## config.mk

```make
export PLATFORM = sky130hd
export DESIGN_NAME = sine_rom_arbiter
export DESIGN_NICKNAME = d
export VERILOG_FILES = /design/src/rtl/sine_rom_arbiter.sv
export SDC_FILE = /design/constraint.sdc
export NUM_CORES = 1
export LEC_CHECK = 0
export BUFFER_PORTS_ARGS = -buffer_cell sky130_fd_sc_hd__buf_2
export CAP_MARGIN = 20
export CORE_UTILIZATION = 52
export DETAILED_ROUTE_END_ITERATION = 6
export PLACE_DENSITY = 0.87
export SYNTH_ARGS = -nofsm -noshare
export SYNTH_HDL_FRONTEND = slang
export SYNTH_SLANG_ARGS = --single-unit
```

## constraint.sdc

```tcl
create_clock -name CLK -period 4.02 [get_ports CLK]
set_input_delay 0.402 -clock CLK [delete_from_list [all_inputs] [get_ports CLK]]
set_output_delay 0.402 -clock CLK [all_outputs]
set_load 0.01 [all_outputs]
```

## src/rtl/sine_rom_arbiter.sv

```systemverilog
// Round-robin arbiter sharing one synchronous sine ROM between N_REQ requesters.
// Each returned sample lands in its requester's hold register with a one-cycle VALID pulse.
module sine_rom_arbiter #(
    parameter int unsigned N_REQ   = 4,
    parameter int unsigned ADDR_W  = 12,
    parameter int unsigned DATA_W  = 16,
    parameter int unsigned ROM_LAT = 1
) (
    input  logic                      CLK,
    input  logic                      RESET,
    input  logic [N_REQ-1:0]          REQ,
    input  logic [N_REQ*ADDR_W-1:0]   ADDR,
    output logic [N_REQ-1:0]          GNT,
    output logic                      ROM_CS,
    output logic [ADDR_W-1:0]         ROM_ADDR,
    input  logic [DATA_W-1:0]         ROM_DATA,
    output logic [N_REQ*DATA_W-1:0]   DATA_OUT,
    output logic [N_REQ-1:0]          VALID
);

    localparam int unsigned ID_W = (N_REQ > 1) ? $clog2(N_REQ) : 1;

    logic [ID_W-1:0] ptr;
    logic [ID_W-1:0] gnt_id;
    logic            gnt_any;
    logic [ID_W-1:0] idx;

    // Stage 0 lines up with ROM_CS/ROM_ADDR; stage ROM_LAT lines up with ROM_DATA.
    logic [ROM_LAT:0] pipe_busy;
    logic [ID_W-1:0]  pipe_id [ROM_LAT+1];

    always_comb begin
        gnt_any = 1'b0;
        gnt_id  = '0;
        idx     = '0;
        GNT     = '0;
        for (int unsigned k = 0; k < N_REQ; k++) begin
            idx = ID_W'((32'(ptr) + k) % N_REQ);
            if (!gnt_any && RESET && REQ[idx]) begin
                gnt_any = 1'b1;
                gnt_id  = idx;
            end
        end
        if (gnt_any) begin
            GNT[gnt_id] = 1'b1;
        end
    end

    always_ff @(posedge CLK or negedge RESET) begin
        if (!RESET) begin
            ptr <= '0;
        end else if (gnt_any) begin
            ptr <= (gnt_id == ID_W'(N_REQ - 1)) ? '0 : gnt_id + 1'b1;
        end
    end

    always_ff @(posedge CLK or negedge RESET) begin
        if (!RESET) begin
            ROM_CS   <= 1'b0;
            ROM_ADDR <= '0;
        end else begin
            ROM_CS <= gnt_any;
            if (gnt_any) begin
                ROM_ADDR <= ADDR[32'(gnt_id)*ADDR_W +: ADDR_W];
            end
        end
    end

    always_ff @(posedge CLK or negedge RESET) begin
        if (!RESET) begin
            pipe_busy <= '0;
            for (int unsigned k = 0; k <= ROM_LAT; k++) begin
                pipe_id[k] <= '0;
            end
        end else begin
            pipe_busy <= {pipe_busy[ROM_LAT-1:0], gnt_any};
            pipe_id[0] <= gnt_id;
            for (int unsigned k = 1; k <= ROM_LAT; k++) begin
                pipe_id[k] <= pipe_id[k-1];
            end
        end
    end

    always_ff @(posedge CLK or negedge RESET) begin
        if (!RESET) begin
            DATA_OUT <= '0;
            VALID    <= '0;
        end else begin
            VALID <= '0;
            if (pipe_busy[ROM_LAT]) begin
                VALID[pipe_id[ROM_LAT]] <= 1'b1;
                DATA_OUT[32'(pipe_id[ROM_LAT])*DATA_W +: DATA_W] <= ROM_DATA;
            end
        end
    end

endmodule

```

==> out/results.ini, run 1 <==
[run_status]
status = finished clean

[die]
fp.dieW_um = 88.2
io_pins = 155
rows = 31
fp.dieArea_um2 = 7770
die_h_um = 88.2
core_um2 = 7210
start_util_pct = 53.5

[layout]
fin_nets = 530
final_cell_count_no_fill = 559
regArea_um2 = 2200
multi_input_area_um2 = 1480
area_growth_pct = 26.6
antenna-diode-count = 0
final.fill_count = 568
drive_above_1_share_pct = 41.3

[global_routing]
grt_max_degree = 60
grt_pass1_wl_um = 16100
grt_pass1_vias = 3189
grt_use_total_pct = 27.5
antenna_found_initial = 0
gr-total-overflow = 0

[clock_network]
clk_latency_ps = 360
cts_sinks = 88
clockBufferDepth = 2
cts-root-buf = clkbuf_8
cts_tree = done
htreeDepth = 3
tritoncts.num_buffers = 9
clk_pin_slew_ps = 90

[critical_path]
critPathCaptureType = output pin
crit_type = reg -> out
critical_path_required_ps = 3620
critPathLaunch = ptr[0]
critPathCapture = GNT[2]
r2r_cells = 6
timing.rr.end = ROM_ADDR[6]
r2r_slack_ps = 1220
crit_path_max_fanout = 16
rr_startpoint = ptr[0]
worstPathArrival_ps = 2850
cp-start-kind = flop

[routing]
drtIter0Drc = 182
wl_per_cell_um = 18.5
drcViolationCount = 0
dr_total_vias = 3407
ant_nets = 0
via_per_inst = 6.09
wl_um = 10300
dr.pass1.iters = 5

[min_path]
hp-start = ADDR[32]
hp-class = in -> reg

[power]
p_sw_mw = 1.54
combPwrFrac_pct = 43.9
sequentialPowerShare_pct = 39.5
vdd.ir_drop.worst_mv = 0.398
leakagePower_nw = 2.58
power_mw = 3.86
switching_share_pct = 39.8
clockPowerShare_pct = 16.6
powerDensity_nw_per_um2 = 790
p_int_mw = 2.32

[yosys]
syn_inst = 306
synth_top_area_share_pct = 57.1
synth_fp_nets = 381
yosysWarnings = 0
synth_seq_cells = 88
synthFlopType = dfrtp_1
yosysMostFrequentCell = dfrtp_1
async_flop_share_pct = 100
syn-cell-area_um2 = 3860
ys_top_cells_by_area = dfrtp_1, a22o_1, nand3_1
ys_types = 48
synth_edf_count = 0
ys_seq_area_share_pct = 57.1
netlist.top_cell.by_area = dfrtp_1
avgSynthCellArea_um2 = 12.6
synth.top_cells.by_count = dfrtp_1, a22o_1, nand3_1

[run]
maxCapViolCount = 0

[sta]
skew_ps = 11.9
hold_viol = 0
fmax_ghz = 0.307
fin_crit_ps = 3250
final-max-slew-violation-count = 0
worst_pin_slew_ps = 973
setup_viol = 0
setup_tns_ps = 0
grt_setup_unrepaired = false
relSlewSlack_pct = 34.8
period_share_pct = 80.9

[placement]
hpwlAfterDp_um = 7380
port_buffers = 154
routabilityCongestion = 0.814
dp_cells = 542

-- worst max-delay path, stage by stage (launching register included) --
cell and delay (ps):
dfrtp_1 590, or4b_4 610, nand2_1 140, nor2_1 80, o22a_1 390, nor2_2 330
buf_4 210, buf_2 140
-- registers in the layout, indices dropped and copies added (netlist names) --
name	cells
VALID	4
pipe_id	4
pipe_busy	2
ptr	2
ROM_ADDR	12
DATA_OUT	64
-- power by group through the flow --
stage / Sequential [mW] / Combinational [mW] / Clock [mW]
2_1_floorplan: 1.64 / 0.969 / 0
3_3_place_gp: 1.51 / 1.63 / 0
3_5_place_dp: 1.53 / 1.69 / 0
4_1_cts: 1.52 / 1.69 / 0.649
5_1_grt: 1.57 / 1.86 / 0.682
6_report: 1.53 / 1.70 / 0.640
-- routing by layer --
| layer | vias up | part of all wire [%] | GRT usage (%) |
|---|---|---|---|
| met5 | - | 0 | 0 |
| met4 | 0 | 3.3 | 14.1 |
| met3 | 34 | 8.3 | 5.28 |
| met2 | 222 | 48 | 44.4 |
| met1 | 1648 | 40 | 35.5 |
| li1 | 1503 | - | - |
-- placed cells by master, fill, tap and decap left out, types with 2 or more instances in the layout --
master     netlist  final
clkbuf_8         0      9
inv_6            0      2
a21oi_1          2      2
inv_8            0      2
nor4b_2          3      3
nand4bb_1        2      2
dfrtp_1         88     88
a22o_1          65     65
nor2_1           5      5
buf_4            4      8
o21ai_1         11     11
o21ai_0          4      4
nand3_1         26     26
nor2_2           2      2
a221o_1         12     12
nand2_1          7      7
buf_2            4    153
ha_1             5      5
a32oi_1         12     12
inv_1            9      9
nor3_1           3      3
-- repair_timing --
item                                   in CTS  in global routing
endpoints found under the hold margin      29                  0
buffers inserted                            0                  0
hold buffers                                1                  0
resized for setup                           0                  0
-- logic make-up after synthesis --
logic type	synth area share [%]
flip-flops	57.1
AND/OR/NAND/NOR	9.27
buffers and inverters	4.93
AO/OA/AOI/OAI	25.9
multiplexers	0.940
adder cells (fa/ha/maj)	1.88
-- final cells by class --
type	count	share of cell area, %
flip-flops and latches	88	45.0
multi-input cells	184	30.3
repair buffers	162	17.1
clock buffers	9	2.53
well taps	99	2.53
clock inverters	7	1.77
inverters	10	0.768
-- worst min-delay path by stage --
stage | cells after the start | to
6_report | 2 | ROM_ADDR[8]
3_5_place_dp | 0 | pipe_id[1]
4_1_cts | 2 | ROM_ADDR[8]
3_3_place_gp | 0 | pipe_id[0]
2_1_floorplan | 0 | DATA_OUT[0]
5_1_grt | 2 | ROM_ADDR[3]
-- per-stage QoR --
step / util [%] / hold slack, ps / setup WS (ps) / cell area, um^2
after floorplan: - / 106 / 1760 / 3860
after global placement: 64.7 / 331 / 1250 / 4670
after detailed placement: 64.7 / 336 / 1200 / 4670
after CTS: 67.8 / 264 / 804 / 4890
after global routing: 67.8 / 268 / 573 / 4890
final: 67.8 / 273 / 768 / 4890
(Power assumes the default switching activity.)
==> inputs of run 2 (changes only) <==
--- a/config.mk
+++ b/config.mk
@@ -7,9 +7,9 @@
 export LEC_CHECK = 0
 export BUFFER_PORTS_ARGS = -buffer_cell sky130_fd_sc_hd__buf_2
 export CAP_MARGIN = 20
-export CORE_UTILIZATION = 52
+export CORE_UTILIZATION = 44
 export DETAILED_ROUTE_END_ITERATION = 6
-export PLACE_DENSITY = 0.87
+export PLACE_DENSITY = 0.79
 export SYNTH_ARGS = -nofsm -noshare
 export SYNTH_HDL_FRONTEND = slang
 export SYNTH_SLANG_ARGS = --single-unit
==> constraint.sdc (replaced) <==
create_clock -name CLK -period 2.71 [get_ports CLK]
set_input_delay 0.271 -clock CLK [delete_from_list [all_inputs] [get_ports CLK]]
set_output_delay 0.271 -clock CLK [all_outputs]
set_load 0.01 [all_outputs]
==> run 2 against run 1 <==
  * Sequential cell count unchanged
  * Final area up 4.2%
  * Clock power up 46%
  * Sequential share of layout area down 1.8 points
  * Non-clock buffer count up 20
  * Clock-buffer cell count unchanged
  * Highest routed layer unchanged
==> out/results.ini, run 2 (same netlist as run 1, synthesis figures left out) <==
[run_status]
status = finished clean

[power]
combPwrFrac_pct = 46.6  ; +2.7 points
sequentialPowerShare_pct = 37.6  ; -1.9 points
powerDensity_nw_per_um2 = 1160  ; +47%
switching_share_pct = 39.1  ; -0.71 points
leakagePower_nw = 2.68  ; +4.0%
power_mw = 5.91  ; +53%
vdd.ir_drop.worst_mv = 0.430  ; +7.8%
clockPowerShare_pct = 15.8  ; -0.8 points
p_sw_mw = 2.31  ; +50%
p_int_mw = 3.60  ; +55%

[routing]
via_per_inst = 5.83  ; -4.4%
drtIter0Drc = 171  ; -6.0%
wl_per_cell_um = 18.3  ; -0.97%
drcViolationCount = 0  ; unchanged
dr.pass1.iters = 4  ; -1
ant_nets = 0  ; unchanged
dr_total_vias = 3408  ; +0.029%
wl_um = 10700  ; +3.6%

[critical_path]
cp-start-kind = flop
path_buf_inv = 3  ; +1
critPathCaptureType = output pin
critical_path_required_ps = 2440  ; -1180 ps
r2r_slack_ps = 220  ; -1000 ps
critPathMaxStageDelay_ps = 600  ; about the same
worstPathArrival_ps = 2420  ; -430 ps
crit_path_max_fanout = 9  ; -7
crit_type = reg -> out
cp_top_family = simple AND/OR/NAND/NOR gates
worst_path_max_delay_cell = or4b_4
crit_path_cell_trace = or4b_4 > a41oi_4 > buf_4 > nor3_4 > buf_4 > nor3_2 > buf_2
cp_common_cell = buf_4

[placement]
port_buffers = 154  ; unchanged
routabilityCongestion = 0.881  ; +8.3%
hpwlAfterDp_um = 7550  ; +2.4%
dpl-instance-area_um2 = 4760  ; +1.9%

[clock_network]
cts-root-buf = clkbuf_8
cts_tree = done
htreeDepth = 3  ; unchanged
clk_latency_ps = 360  ; about the same
cts_sinks = 88  ; unchanged
tritoncts.num_buffers = 9  ; unchanged
clockBufferDepth = 2  ; unchanged
clk_pin_slew_ps = 90  ; about the same

[die]
io_pins = 155  ; unchanged
rows = 33  ; +6.5%
fp.dieW_um = 95.7  ; +8.5%
die_h_um = 95.7  ; +8.5%
core_um2 = 8340  ; +16%
fp.dieArea_um2 = 9150  ; +18%
start_util_pct = 46.3  ; -7.2 points

[layout]
top_regs = DATA_OUT (64), ROM_ADDR (12)
final_cell_mix = buf_2, dfrtp_1, a22o_1
design_area_um2 = 5090  ; +4.2%
area_growth_pct = 32.0
regArea_um2 = 2200  ; +0.11%
multi_input_area_um2 = 1500  ; +1.6%
antenna-diode-count = 0  ; unchanged
mostFrequentLayoutCell = buf_2
regMostFlops = DATA_OUT
largest_reg_flops = 64  ; unchanged
final.fill_count = 698  ; +23%
fin_nets = 550  ; +3.8%
drive_above_1_share_pct = 44.6  ; +3.3 points

[global_routing]
grt_pass1_wl_um = 16800  ; +4.5%
grt_use_total_pct = 24.5  ; -3.0 points
grt_max_degree = 83  ; +38%
gr-total-overflow = 0  ; unchanged
antenna_found_initial = 0  ; unchanged
grt_pass1_vias = 3318  ; +4.0%

[run]
maxCapViolCount = 0  ; unchanged

[sta]
grt_setup_unrepaired = true
hold_viol = 0  ; unchanged
skew_ps = 15.1  ; +3.20 ps
fmax_ghz = 0.372
final-max-slew-violation-count = 0  ; unchanged
setup_viol = 0  ; unchanged
period_share_pct = 99.1
worst_pin_slew_ps = 588  ; -385 ps
setup_tns_ps = 0  ; unchanged
relSlewSlack_pct = 60.8  ; +26 points
fin_crit_ps = 2690

[min_path]
hp-class = in -> reg

[run 2: what timing repair did]
item                       4_1_cts  5_1_grt
hold buffers                     1        1
buffers inserted                 6        1
hold endpoints to repair         6        5
pin swaps                        0        2
resized for setup                3        6
setup endpoints to repair        3       15
[run 2: worst paths after layout]
kind | startpoint | end | cells after the start
max in group asynchronous | RESET | ptr[1] | 3
worst max register to register | ptr[0] | ROM_ADDR[2] | 8
worst max-delay path | ptr[0] | GNT[3] | 7
min in group asynchronous | RESET | DATA_OUT[6] | 3
worst min-delay path | ADDR[28] | ROM_ADDR[4] | 2
worst min register to register | pipe_id[3] | pipe_id[1] | 0
[run 2: worst register-to-register path, cell delays in order, from the launching register on]
cell	delay, ps
dfrtp_2	450
or4b_4	600
a41oi_4	330
buf_4	190
or3_1	100
buf_4	240
nand3_1	130
a32oi_1	250
a221o_1	140
[run 2: final cells by class]
type	instances	share of cell area (%)
Sequential cell	88	43.3
Multi-Input combinational cell	184	29.5
Timing Repair Buffer	182	19.9
Tap cell	105	2.58
Clock buffer	9	2.43
Clock inverter	7	1.55
Inverter	10	0.737
[run 2: power by group through the flow]
| stage | Clock (mW) | Combinational (mW) | Sequential, mW |
|---|---|---|---|
| after floorplan | 0 | 1.44 | 2.44 |
| after global placement | 0 | 2.54 | 2.24 |
| after detailed placement | 0 | 2.61 | 2.27 |
| after CTS | 0.945 | 2.72 | 2.22 |
| after global routing | 0.998 | 3.02 | 2.30 |
| final | 0.933 | 2.75 | 2.23 |
[run 2: layer usage]
layer | global-route usage, % | wire [um] | up-vias | share of wire [%]
met5 | 0 | 0 | - | 0
met1 | 31.1 | 4370 | 1652 | 41
met2 | 40.2 | 5260 | 188 | 49
li1 | - | - | 1548 | -
met4 | 12.1 | 212 | 0 | 2.0
met3 | 4.55 | 875 | 20 | 8.2
[run 2: through the flow]
step                std cells  hold slack [ps]  worst slack (ps)  util, %
floorplan                 306            -24.6               579        -
global placement          559              116               322     57.1
detailed placement        559              117               160     57.1
CTS                       582              131              29.7     60.2
global route              585              136             -70.5     61.1
finish                    585              140              23.5     61.1
